$ cat src/rtl/collatz_sweep_if.sv
// Bundle of sweep control, iterator handshake and result FIFO signals.
// master is the sweep engine, slave is the surrounding environment.
interface collatz_sweep_if;
  logic        start;
  logic [31:0] base;
  logic [7:0]  count;
  logic        busy;

  logic        coll_go;
  logic [31:0] coll_n;
  logic [31:0] coll_dout;
  logic        coll_done;

  logic        res_valid;
  logic        res_ready;
  logic [31:0] res_n;
  logic [15:0] res_steps;
  logic [31:0] res_peak;
  logic        res_timeout;

  modport master (
    input  start, base, count, coll_dout, coll_done, res_ready,
    output busy, coll_go, coll_n, res_valid, res_n, res_steps, res_peak, res_timeout
  );

  modport slave (
    output start, base, count, coll_dout, coll_done, res_ready,
    input  busy, coll_go, coll_n, res_valid, res_n, res_steps, res_peak, res_timeout
  );
endinterface

$ cat src/rtl/collatz_sweep.sv
// Sweeps consecutive Collatz start values through an external iterator and
// queues {n, steps, peak, timeout} results in a small FIFO.
module collatz_sweep #(
  parameter int unsigned DEPTH     = 8,
  parameter int unsigned MAX_STEPS = 1000
) (
  input logic             clk,
  input logic             rst_n,
  collatz_sweep_if.master bus
);

  localparam int unsigned AW       = $clog2(DEPTH);
  localparam logic [15:0] MaxSteps = 16'(MAX_STEPS);
  localparam logic [AW:0] FullOcc  = (AW + 1)'(DEPTH);

  if (DEPTH < 2 || (DEPTH & (DEPTH - 1)) != 0) begin : g_bad_depth
    $error("DEPTH must be a power of two, at least 2");
  end
  if (MAX_STEPS < 1 || MAX_STEPS > 65535) begin : g_bad_steps
    $error("MAX_STEPS must lie in 1..65535");
  end

  typedef enum logic [2:0] {StIdle, StIssue, StBlank, StRun, StWrite} state_e;

  typedef struct packed {
    logic [31:0] n;
    logic [15:0] steps;
    logic [31:0] peak;
    logic        timeout;
  } entry_t;

  state_e      state_q;
  logic [31:0] cur_q;
  logic [7:0]  remaining_q;
  logic [15:0] counter_q;
  logic [31:0] peak_q;
  logic [15:0] steps_q;
  logic        timeout_q;
  logic        busy_q;
  logic        go_q;

  logic [AW:0] wptr_q, rptr_q;
  logic [AW:0] occ;
  logic        full, push, pop;
  entry_t      mem_q [DEPTH];
  entry_t      head;
  logic [31:0] peak_max;

  assign occ      = wptr_q - rptr_q;
  assign full     = (occ == FullOcc);
  // Occupancy is taken before any same-cycle pop, so a full FIFO delays the push.
  assign push     = (state_q == StWrite) && !full;
  assign pop      = bus.res_valid && bus.res_ready;
  assign peak_max = (bus.coll_dout > peak_q) ? bus.coll_dout : peak_q;
  assign head     = mem_q[rptr_q[AW-1:0]];

  assign bus.busy        = busy_q;
  assign bus.coll_go     = go_q;
  assign bus.coll_n      = cur_q;
  assign bus.res_valid   = (wptr_q != rptr_q);
  assign bus.res_n       = head.n;
  assign bus.res_steps   = head.steps;
  assign bus.res_peak    = head.peak;
  assign bus.res_timeout = head.timeout;

  always_ff @(posedge clk or negedge rst_n) begin
    if (!rst_n) begin
      state_q     <= StIdle;
      cur_q       <= '0;
      remaining_q <= '0;
      counter_q   <= '0;
      peak_q      <= '0;
      steps_q     <= '0;
      timeout_q   <= 1'b0;
      busy_q      <= 1'b0;
      go_q        <= 1'b0;
    end else begin
      unique case (state_q)
        StIdle: begin
          if (bus.start && bus.count != 8'd0) begin
            cur_q       <= bus.base;
            remaining_q <= bus.count;
            state_q     <= StIssue;
            go_q        <= 1'b1;
            busy_q      <= 1'b1;
          end
        end
        StIssue: begin
          go_q    <= 1'b0;
          state_q <= StBlank;
        end
        // Iterator outputs still belong to the previous value here.
        StBlank: begin
          counter_q <= '0;
          peak_q    <= '0;
          state_q   <= StRun;
        end
        StRun: begin
          peak_q <= peak_max;
          if (bus.coll_done) begin
            steps_q   <= counter_q;
            timeout_q <= 1'b0;
            state_q   <= StWrite;
          end else if (counter_q == MaxSteps) begin
            steps_q   <= MaxSteps;
            timeout_q <= 1'b1;
            state_q   <= StWrite;
          end else begin
            counter_q <= counter_q + 16'd1;
          end
        end
        StWrite: begin
          if (push) begin
            remaining_q <= remaining_q - 8'd1;
            cur_q       <= cur_q + 32'd1;
            if (remaining_q != 8'd1) begin
              state_q <= StIssue;
              go_q    <= 1'b1;
            end else begin
              state_q <= StIdle;
              busy_q  <= 1'b0;
            end
          end
        end
        default: begin
          state_q <= StIdle;
          busy_q  <= 1'b0;
          go_q    <= 1'b0;
        end
      endcase
    end
  end

  always_ff @(posedge clk or negedge rst_n) begin
    if (!rst_n) begin
      wptr_q <= '0;
      rptr_q <= '0;
    end else begin
      if (push) wptr_q <= wptr_q + 1'b1;
      if (pop)  rptr_q <= rptr_q + 1'b1;
    end
  end

  // Storage needs no reset: entries are only visible between the pointers.
  always_ff @(posedge clk) begin
    if (push) begin
      mem_q[wptr_q[AW-1:0]] <= '{n: cur_q, steps: steps_q, peak: peak_q, timeout: timeout_q};
    end
  end

endmodule
$ cat src/flat_wrapper.sv
// flat-port wrapper written by rule: the top's interface ports become plain ports
module collatz_sweep_flat 
#(
  parameter int unsigned DEPTH     = 8,
  parameter int unsigned MAX_STEPS = 1000
)
  (clk, rst_n, bus_start, bus_base, bus_count, bus_coll_dout, bus_coll_done, bus_res_ready, bus_busy, bus_coll_go, bus_coll_n, bus_res_valid, bus_res_n, bus_res_steps, bus_res_peak, bus_res_timeout);
  collatz_sweep_if bus_i ();
  input logic clk;
  input logic rst_n;
  input wire logic [$bits(bus_i.start)-1:0] bus_start;
  input wire logic [$bits(bus_i.base)-1:0] bus_base;
  input wire logic [$bits(bus_i.count)-1:0] bus_count;
  input wire logic [$bits(bus_i.coll_dout)-1:0] bus_coll_dout;
  input wire logic [$bits(bus_i.coll_done)-1:0] bus_coll_done;
  input wire logic [$bits(bus_i.res_ready)-1:0] bus_res_ready;
  output wire logic [$bits(bus_i.busy)-1:0] bus_busy;
  output wire logic [$bits(bus_i.coll_go)-1:0] bus_coll_go;
  output wire logic [$bits(bus_i.coll_n)-1:0] bus_coll_n;
  output wire logic [$bits(bus_i.res_valid)-1:0] bus_res_valid;
  output wire logic [$bits(bus_i.res_n)-1:0] bus_res_n;
  output wire logic [$bits(bus_i.res_steps)-1:0] bus_res_steps;
  output wire logic [$bits(bus_i.res_peak)-1:0] bus_res_peak;
  output wire logic [$bits(bus_i.res_timeout)-1:0] bus_res_timeout;
  assign bus_i.start = bus_start;
  assign bus_i.base = bus_base;
  assign bus_i.count = bus_count;
  assign bus_i.coll_dout = bus_coll_dout;
  assign bus_i.coll_done = bus_coll_done;
  assign bus_i.res_ready = bus_res_ready;
  assign bus_busy = bus_i.busy;
  assign bus_coll_go = bus_i.coll_go;
  assign bus_coll_n = bus_i.coll_n;
  assign bus_res_valid = bus_i.res_valid;
  assign bus_res_n = bus_i.res_n;
  assign bus_res_steps = bus_i.res_steps;
  assign bus_res_peak = bus_i.res_peak;
  assign bus_res_timeout = bus_i.res_timeout;
  collatz_sweep #(.DEPTH(DEPTH), .MAX_STEPS(MAX_STEPS)) u_core (.clk(clk), .rst_n(rst_n), .bus(bus_i));
endmodule
$ cat config.mk
export PLATFORM = sky130hd
export DESIGN_NAME = collatz_sweep_flat
export DESIGN_NICKNAME = d
export VERILOG_FILES = /design/src/rtl/collatz_sweep_if.sv /design/src/rtl/collatz_sweep.sv /design/src/flat_wrapper.sv
export SDC_FILE = /design/constraint.sdc
export NUM_CORES = 1
export LEC_CHECK = 0
export BUFFER_PORTS_ARGS = -buffer_cell sky130_fd_sc_hd__clkbuf_2
export CAP_MARGIN = 5
export CORE_ASPECT_RATIO = 1.2
export CORE_MARGIN = 2
export CORE_UTILIZATION = 35
export DETAILED_ROUTE_END_ITERATION = 10
export SYNTH_ARGS = -nofsm -noshare
export SYNTH_HDL_FRONTEND = slang
export SYNTH_SLANG_ARGS = --single-unit
$ cat constraint.sdc
create_clock -name clk -period 10.72 [get_ports clk]
set_input_delay 0.536 -clock clk [delete_from_list [all_inputs] [get_ports clk]]
set_output_delay 0.536 -clock clk [all_outputs]
set_load 0.02 [all_outputs]
==> impl_metrics.tcl, run 1 <==
set metrics [dict create \
    outcome "complete, no violations" \
    grt_pass1_wl_um 118000 \
    dpl_worst_slack_ns 5.93 \
    fin_nets 2227 \
    place.gp.congestion 0.810 \
    r2r_setup_slack_ns 5.96 \
    rows 120 \
    clock_sinks 766 \
    die_h_um 332 \
    ys_async_sr_fraction_pct 15.4 \
    synth_fp_nets 2023 \
    synth_cell_type_count 74 \
    fp.dieW_um 277 \
    cts_inserted_buffers 73 \
    wl_per_cell_um 23.5 \
    timing.hold.ws_ns 0.185 \
    fin_cells 3325 \
    cp_cell_sequence "buf_4, buf_4, mux4_2, nand2_1, nand2_1, clkbuf_2" \
    slew_headroom_pct 24.5 \
    cp.arrival_ns 4.43 \
    finalCritPeriodShare_pct 46.4 \
    end_kind "primary output" \
    antenna_cells 0 \
    period_needed_ns 4.97 \
    combPwrFrac_pct 31.0 \
    max-clock-path-buffers 3 \
    p_seq_share_pct 43.3 \
    via_per_inst 5.36 \
    clk_pin_slew_ns 0.07 \
    clockRootBuffer "clkbuf_16" \
    path_class "reg -> out" \
    reg2reg_depth 9 \
    vdd_drop_max_uv 139 \
    ys_seq_area_share_pct 71.3 \
    synth-main-ff-cell "edfxtp_1" \
    coreArea_um2 89000 \
    setup_viol 0 \
    worstReg2RegStart "u_core.rptr_q[2]$_DFFE_PN0P_" \
    drtAntennaViolNets 0 \
    first_global_vias 18700 \
    wl_um 78200 \
    tritoncts "yes" \
    clock-skew-final_ns 0.0243 \
    r2r_end "u_core.mem_q[7][22]$_DFFE_PP_" \
    vias 17800 \
    worstPathMaxFanout 48 \
    muxShareOfSynthArea_pct 12.0 \
    p_per_area_nw_per_um2 281 \
    layout_common_cells "648 x edfxtp_1, 313 x nand2_1, 191 x clkbuf_2, 162 x mux4_2, 115 x dfrtp_1" \
    worstSkewPairLatency_ns 0.61 \
    gr-usage-all-layers_pct 16.8 \
    grt_max_degree 75 \
    internal_power_w 0.00649 \
    cts_htree_levels 3 \
    synthSimpleGateAreaFrac_pct 6.82 \
    final_layout_size_suffix_gt1_share_pct 24.7 \
    hold_class "in -> reg" \
    drt_first_pass_iters 6 \
    drv_slew 0 \
    pwr-share-clk_pct 25.7 \
    place_inst 3191 \
    p_leak_nw 12.8 \
    synth_top_family_by_area "multiplexers" \
    synth-compound-area-share_pct 5.35 \
    min-delay-start "bus_coll_dout[26]" \
    critPathMaxStageDelay_ns 1.06 \
    p_switching_w 0.00366 \
    worst_pin_slew_ns 1.13 \
    required_ns 10.18 \
    overflow 0 \
    fmax_ghz 0.201 \
    die_area_um2 92200 \
    crit_slowest_cell "dfrtp_4" \
    area_growth_pct 15.2 \
    synth_xor_area_share_pct 0.605 \
    ys_ff_latch 766 \
    drv_cap 0 \
    cp-start-kind "flop" \
    route.detailed.drc 0 \
    swShare_pct 36.0 \
    tns_ns 0 \
    synth_adder_area_share_pct 1.67 \
    first_iter_violations 1519 \
    io_buffers 192 \
    grt_setup_unrepaired "no" \
    nFillCells 7903 \
    layout_commonest_cell "edfxtp_1" \
    ios 193 \
    hold_depth 2 \
    initial_utilization_pct 35.3 \
    synth-edff-count 648 \
    setup_ws_ns 5.75 \
    syn-instance-count 1904 \
    syn_area_um2 31400 \
    cts_setup_buffers 0 \
    dp_hpwl_um 47900 \
    holdPathEnd "u_core.peak_q[26]$_DFFE_PN0P_" \
    yosys_warnings 0 \
    syn_avg_cell_area_um2 16.5 \
    finalHoldViolCount 0 \
    antenna_found_initial 2 \
]
-- per-layer routing --
layer  up-vias  track usage, %  part of all wire [%]
li1       7837               -                     -
met1      9332            21.7                    42
met2       527            29.0                    51
met3       120            2.85                   5.2
met4         4            5.40                   2.4
met5         -               0                 0.024
-- how the worst max path moves through the flow --
stage / start / end / cells past startpoint
after global placement: u_core.rptr_q[2]$_DFFE_PN0P_ / u_core.mem_q[7][27]$_DFFE_PP_ / 9
final: u_core.rptr_q[0]$_DFFE_PN0P_ / bus_res_peak[28] / 6
after floorplan: u_core.rptr_q[1]$_DFFE_PN0P_ / u_core.mem_q[2][0]$_DFFE_PP_ / 9
after detailed placement: u_core.rptr_q[2]$_DFFE_PN0P_ / u_core.mem_q[3][76]$_DFFE_PP_ / 10
after CTS: u_core.rptr_q[0]$_DFFE_PN0P_ / bus_res_peak[6] / 6
after global routing: u_core.rptr_q[0]$_DFFE_PN0P_ / bus_res_steps[2] / 6
-- cell type report --
type	count	area [um2]	share of cell area [%]
Timing Repair Buffer	229	1250	3.45
Clock buffer	104	2160	5.97
Clock inverter	29	280	0.775
Tap cell	1159	1450	4.01
Sequential cell	766	22400	62.0
Multi-Input combinational cell	971	8360	23.1
Inverter	67	255	0.706
-- through the flow --
stage          utilization (%)  power, W  instance area (um2)
2_1_floorplan                -   0.00637                31400
3_3_place_gp              37.9   0.00759                33700
3_5_place_dp              37.9   0.00766                33700
4_1_cts                   40.6    0.0103                36200
5_1_grt                   40.6    0.0107                36200
6_report                  40.6    0.0101                36200
-- timing repair --
action,4_1_cts,5_1_grt
hold buffers,1,0
gates resized for setup,0,0
hold endpoints to repair,64,0
-- cells in the mapped netlist, types with 6 or more instances --
cell type | number | area, um2
nor2_1 | 58 | 218
nand4_1 | 19 | 119
inv_1 | 66 | 248
o22ai_1 | 12 | 75.1
nand3_1 | 30 | 150
xnor2_1 | 6 | 52.6
buf_2 | 26 | 130
o221ai_1 | 23 | 201
mux4_2 | 162 | 3650
nor3_1 | 10 | 50.1
a21oi_1 | 64 | 320
mux2_4 | 6 | 90.1
buf_1 | 10 | 37.5
nand2_1 | 313 | 1170
edfxtp_1 | 648 | 19500
a31oi_1 | 17 | 106
ha_1 | 42 | 526
o21ai_0 | 51 | 255
and3_1 | 15 | 93.8
dfrtp_1 | 118 | 2950
clkbuf_1 | 59 | 221
a22o_1 | 9 | 78.8
o2111ai_1 | 24 | 210
xor2_1 | 13 | 114
o22a_1 | 6 | 52.6
-- power groups by stage --
| stage | logic [W] | clock network (W) | registers (W) |
|---|---|---|---|
| final | 0.00314 | 0.00261 | 0.00439 |
| after global routing | 0.00343 | 0.00277 | 0.00446 |
| after CTS | 0.00321 | 0.00266 | 0.00440 |
| after detailed placement | 0.00320 | 0 | 0.00446 |
| after global placement | 0.00317 | 0 | 0.00442 |
| after floorplan | 0.00218 | 0 | 0.00419 |
-- critical path: cells and delay by family (launching register included) --
family / cells / cell delay, ns
buffers and inverters: 3 / 1.84
multiplexers: 1 / 0.62
AND/OR/NAND/NOR: 2 / 0.21
flip-flops: 1 / 1.06
-- logic make-up (layout without fill, tap and decap cells) --
| kind of cell | Yosys count | in the layout |
|---|---|---|
| xor+xnor | 20 | 20 |
| fa+ha+maj | 42 | 42 |
| mux | 171 | 171 |
| buf+inv | 167 | 429 |
| flops | 766 | 766 |
| compound gates | 250 | 250 |
| simple gates | 488 | 488 |
-- registers in the layout (all words and copies together) (netlist names) --
name                flops
u_core.bus.coll_n      32
u_core.bus.coll_go      1
u_core.counter_q       16
u_core.bus.busy         1
u_core.wptr_q           4
u_core.state_q          3
u_core.steps_q         16
u_core.rptr_q           4
u_core.timeout_q        1
u_core.remaining_q      8
u_core.mem_q          648
u_core.peak_q          32
No activity file was read; power rests on OpenSTA's default activity.
==> inputs of run 2 (changes only) <==
Clock period 10.72 ns to 5.2 ns, I/O delays scaled along.
==> run 2 against run 1 <==
Register-to-register slack got worse by 4.7 ns. Combinational power grew 110%. Routed wire length increased by 1.5%. Final area up 1.7%. Core utilization rose by 0.71 points. Via count rose by 1.6%. Clock skew barely moved. Count of clock-buffer cells in the layout down 15. Sequential power up 100%. Hold slack got worse by 0.16 ns.
==> impl_metrics.tcl, run 2 (synthesis results as in run 1) <==
set metrics [dict create \
    wl_um 79300 \
    first_global_vias 18900 \
    fin_area_um2 36800 \
    drtAntennaViolNets 0 \
    cts_setup_buffers 0 \
    tns_ns 0 \
    clock-skew-final_ns 0.0243 \
    pwr-share-clk_pct 25.5 \
    cts_resized 0 \
    dp_hpwl_um 46300 \
    wl_met3_um 4630 \
    grt_setup_unrepaired "no" \
    die_h_um 332 \
    internal_power_w 0.0134 \
    holdPathEnd "u_core.remaining_q[5]$_DFFE_PN0P_" \
    area_growth_pct 17.2 \
    wl_met1_um 32600 \
    finalCritPeriodShare_pct 76.5 \
    worstReg2RegStart "u_core.rptr_q[2]$_DFFE_PN0P_" \
    initial_utilization_pct 35.3 \
    finalPower_w 0.0208 \
    gr-usage-all-layers_pct 17.1 \
    largest_reg_flops 648 \
    slew_headroom_pct 25.4 \
    worstPathMaxFanout 48 \
    outcome "complete, no violations" \
    final_layout_size_suffix_gt1_share_pct 23.8 \
    swShare_pct 35.9 \
    combPwrFrac_pct 31.6 \
    path_class "reg -> reg" \
    first_iter_violations 1515 \
    critPathMaxStageDelay_ns 0.69 \
    grt_pass1_wl_um 120000 \
    r2r_setup_slack_ns 1.22 \
    required_ns 5.50 \
    via_per_inst 5.36 \
    clockRootBuffer "clkbuf_16" \
    coreArea_um2 89000 \
    wl_met2_um 39200 \
    fin_nets 2283 \
    wl_per_cell_um 23.5 \
    overflow 0 \
    setup_viol 0 \
    place.gp.congestion 0.820 \
    route.detailed.drc 0 \
    p_seq_share_pct 42.9 \
    rows 120 \
    p_leak_nw 13.0 \
    cp_cell_sequence "clkinv_2, ha_1, xor3_1, nor4_1, o21bai_1, nand2_2, or3_1, inv_4, buf_4" \
    worstSkewPairLatency_ns 0.62 \
    hold_depth 3 \
    period_needed_ns 3.98 \
    tritoncts "yes" \
    crit_slowest_cell "dfrtp_4" \
    postPlaceCellArea_um2 33900 \
    drt_first_pass_iters 7 \
    finalHoldViolCount 0 \
    path_delay_family "buffers and inverters" \
    end_kind "flop" \
    io_buffers 192 \
    p_per_area_nw_per_um2 566 \
    vdd_drop_max_uv 480 \
    drv_slew 0 \
    cp.arrival_ns 4.28 \
    top_layer "met5" \
    cts_inserted_buffers 70 \
    p_switching_w 0.00748 \
    layout_commonest_cell "edfxtp_1" \
    ios 193 \
    layout_common_cells "648 x edfxtp_1, 312 x nand2_1, 191 x clkbuf_2, 162 x mux4_2, 115 x dfrtp_1" \
    fmax_ghz 0.251 \
    clk_pin_slew_ns 0.06 \
    clock_sinks 766 \
    hold_class "in -> reg" \
    drv_cap 0 \
    r2r_end "u_core.mem_q[7][6]$_DFFE_PP_" \
    vias 18100 \
    postCtsHoldBufs 60 \
    cts_htree_levels 3 \
    cp-start-kind "flop" \
    max-clock-path-buffers 3 \
    die_area_um2 92200 \
    fp.dieW_um 277 \
    grt_max_degree 165 \
    worst_pin_slew_ns 1.12 \
    reg2reg_depth 9 \
    crit_buf_inv 3 \
    antenna_found_initial 6 \
    min-delay-start "bus_count[5]" \
]
## run 2: changes by cell type in the layout (fill, tap and decap cells not counted), sizes merged
cell         change
bufinv           +5
clkbuf          -15
clkinv           +7
clkinvlp         -2
diode            +2
dlygate4sd3     +59
inv              +1
## run 2: per-stage QoR
stage	utilization, %	std cells	setup WS [ns]	hold WS (ns)
global placement	38.0	3191	1.22	0.368
global route	41.3	3382	0.968	0.0410
finish	41.3	3382	1.22	0.0264
detailed placement	38.0	3191	1.20	0.367
CTS	41.3	3380	1.17	0.00179
floorplan	-	1904	0.0493	-0.0356
## run 2: worst max-delay path by stage
| stage | start | end | slack (ns) | cells after the start |
|---|---|---|---|---|
| 2_1_floorplan | u_core.rptr_q[1]$_DFFE_PN0P_ | u_core.mem_q[2][0]$_DFFE_PP_ | 0.05 | 9 |
| 3_3_place_gp | u_core.rptr_q[2]$_DFFE_PN0P_ | u_core.mem_q[7][21]$_DFFE_PP_ | 1.22 | 9 |
| 3_5_place_dp | u_core.rptr_q[2]$_DFFE_PN0P_ | u_core.mem_q[7][14]$_DFFE_PP_ | 1.20 | 9 |
| 4_1_cts | u_core.rptr_q[2]$_DFFE_PN0P_ | u_core.mem_q[7][25]$_DFFE_PP_ | 1.17 | 9 |
| 5_1_grt | u_core.rptr_q[2]$_DFFE_PN0P_ | u_core.mem_q[7][6]$_DFFE_PP_ | 0.97 | 9 |
| 6_report | u_core.rptr_q[2]$_DFFE_PN0P_ | u_core.mem_q[7][6]$_DFFE_PP_ | 1.22 | 9 |
## run 2: routing by layer
metal	global-route usage, %	vias to the layer above
met1	22.0	9408
met3	3.16	150
met4	7.10	8
met2	28.5	604
met5	0	-
li1	-	7942
## run 2: cell type report
type	instances	area, um2
fillers	7991	52200
flip-flops and latches	766	22400
well taps	1159	1450
diodes	2	5.00
inverters	67	255
clock buffers	89	1880
repair buffers	288	1910
multi-input cells	971	8420
clock inverters	40	467
## run 2: power by group through the flow
| stage | sequential, W | combinational, W | clock (W) |
|---|---|---|---|
| after global placement | 0.00896 | 0.00658 | 0 |
| final | 0.00893 | 0.00659 | 0.00531 |
| after CTS | 0.00892 | 0.00671 | 0.00543 |
| after floorplan | 0.00863 | 0.00452 | 0 |
| after global routing | 0.00905 | 0.00716 | 0.00565 |
| after detailed placement | 0.00905 | 0.00664 | 0 |
## run 2: worst reg2reg max path: cells and delay by family, from the launching register on
kind            cells  cell delay, ns
compound gates      1            0.37
fa+ha+maj           1            0.21
flops               1            0.69
xor+xnor            1            0.37
buf+inv             3            1.15
simple gates        3            0.86
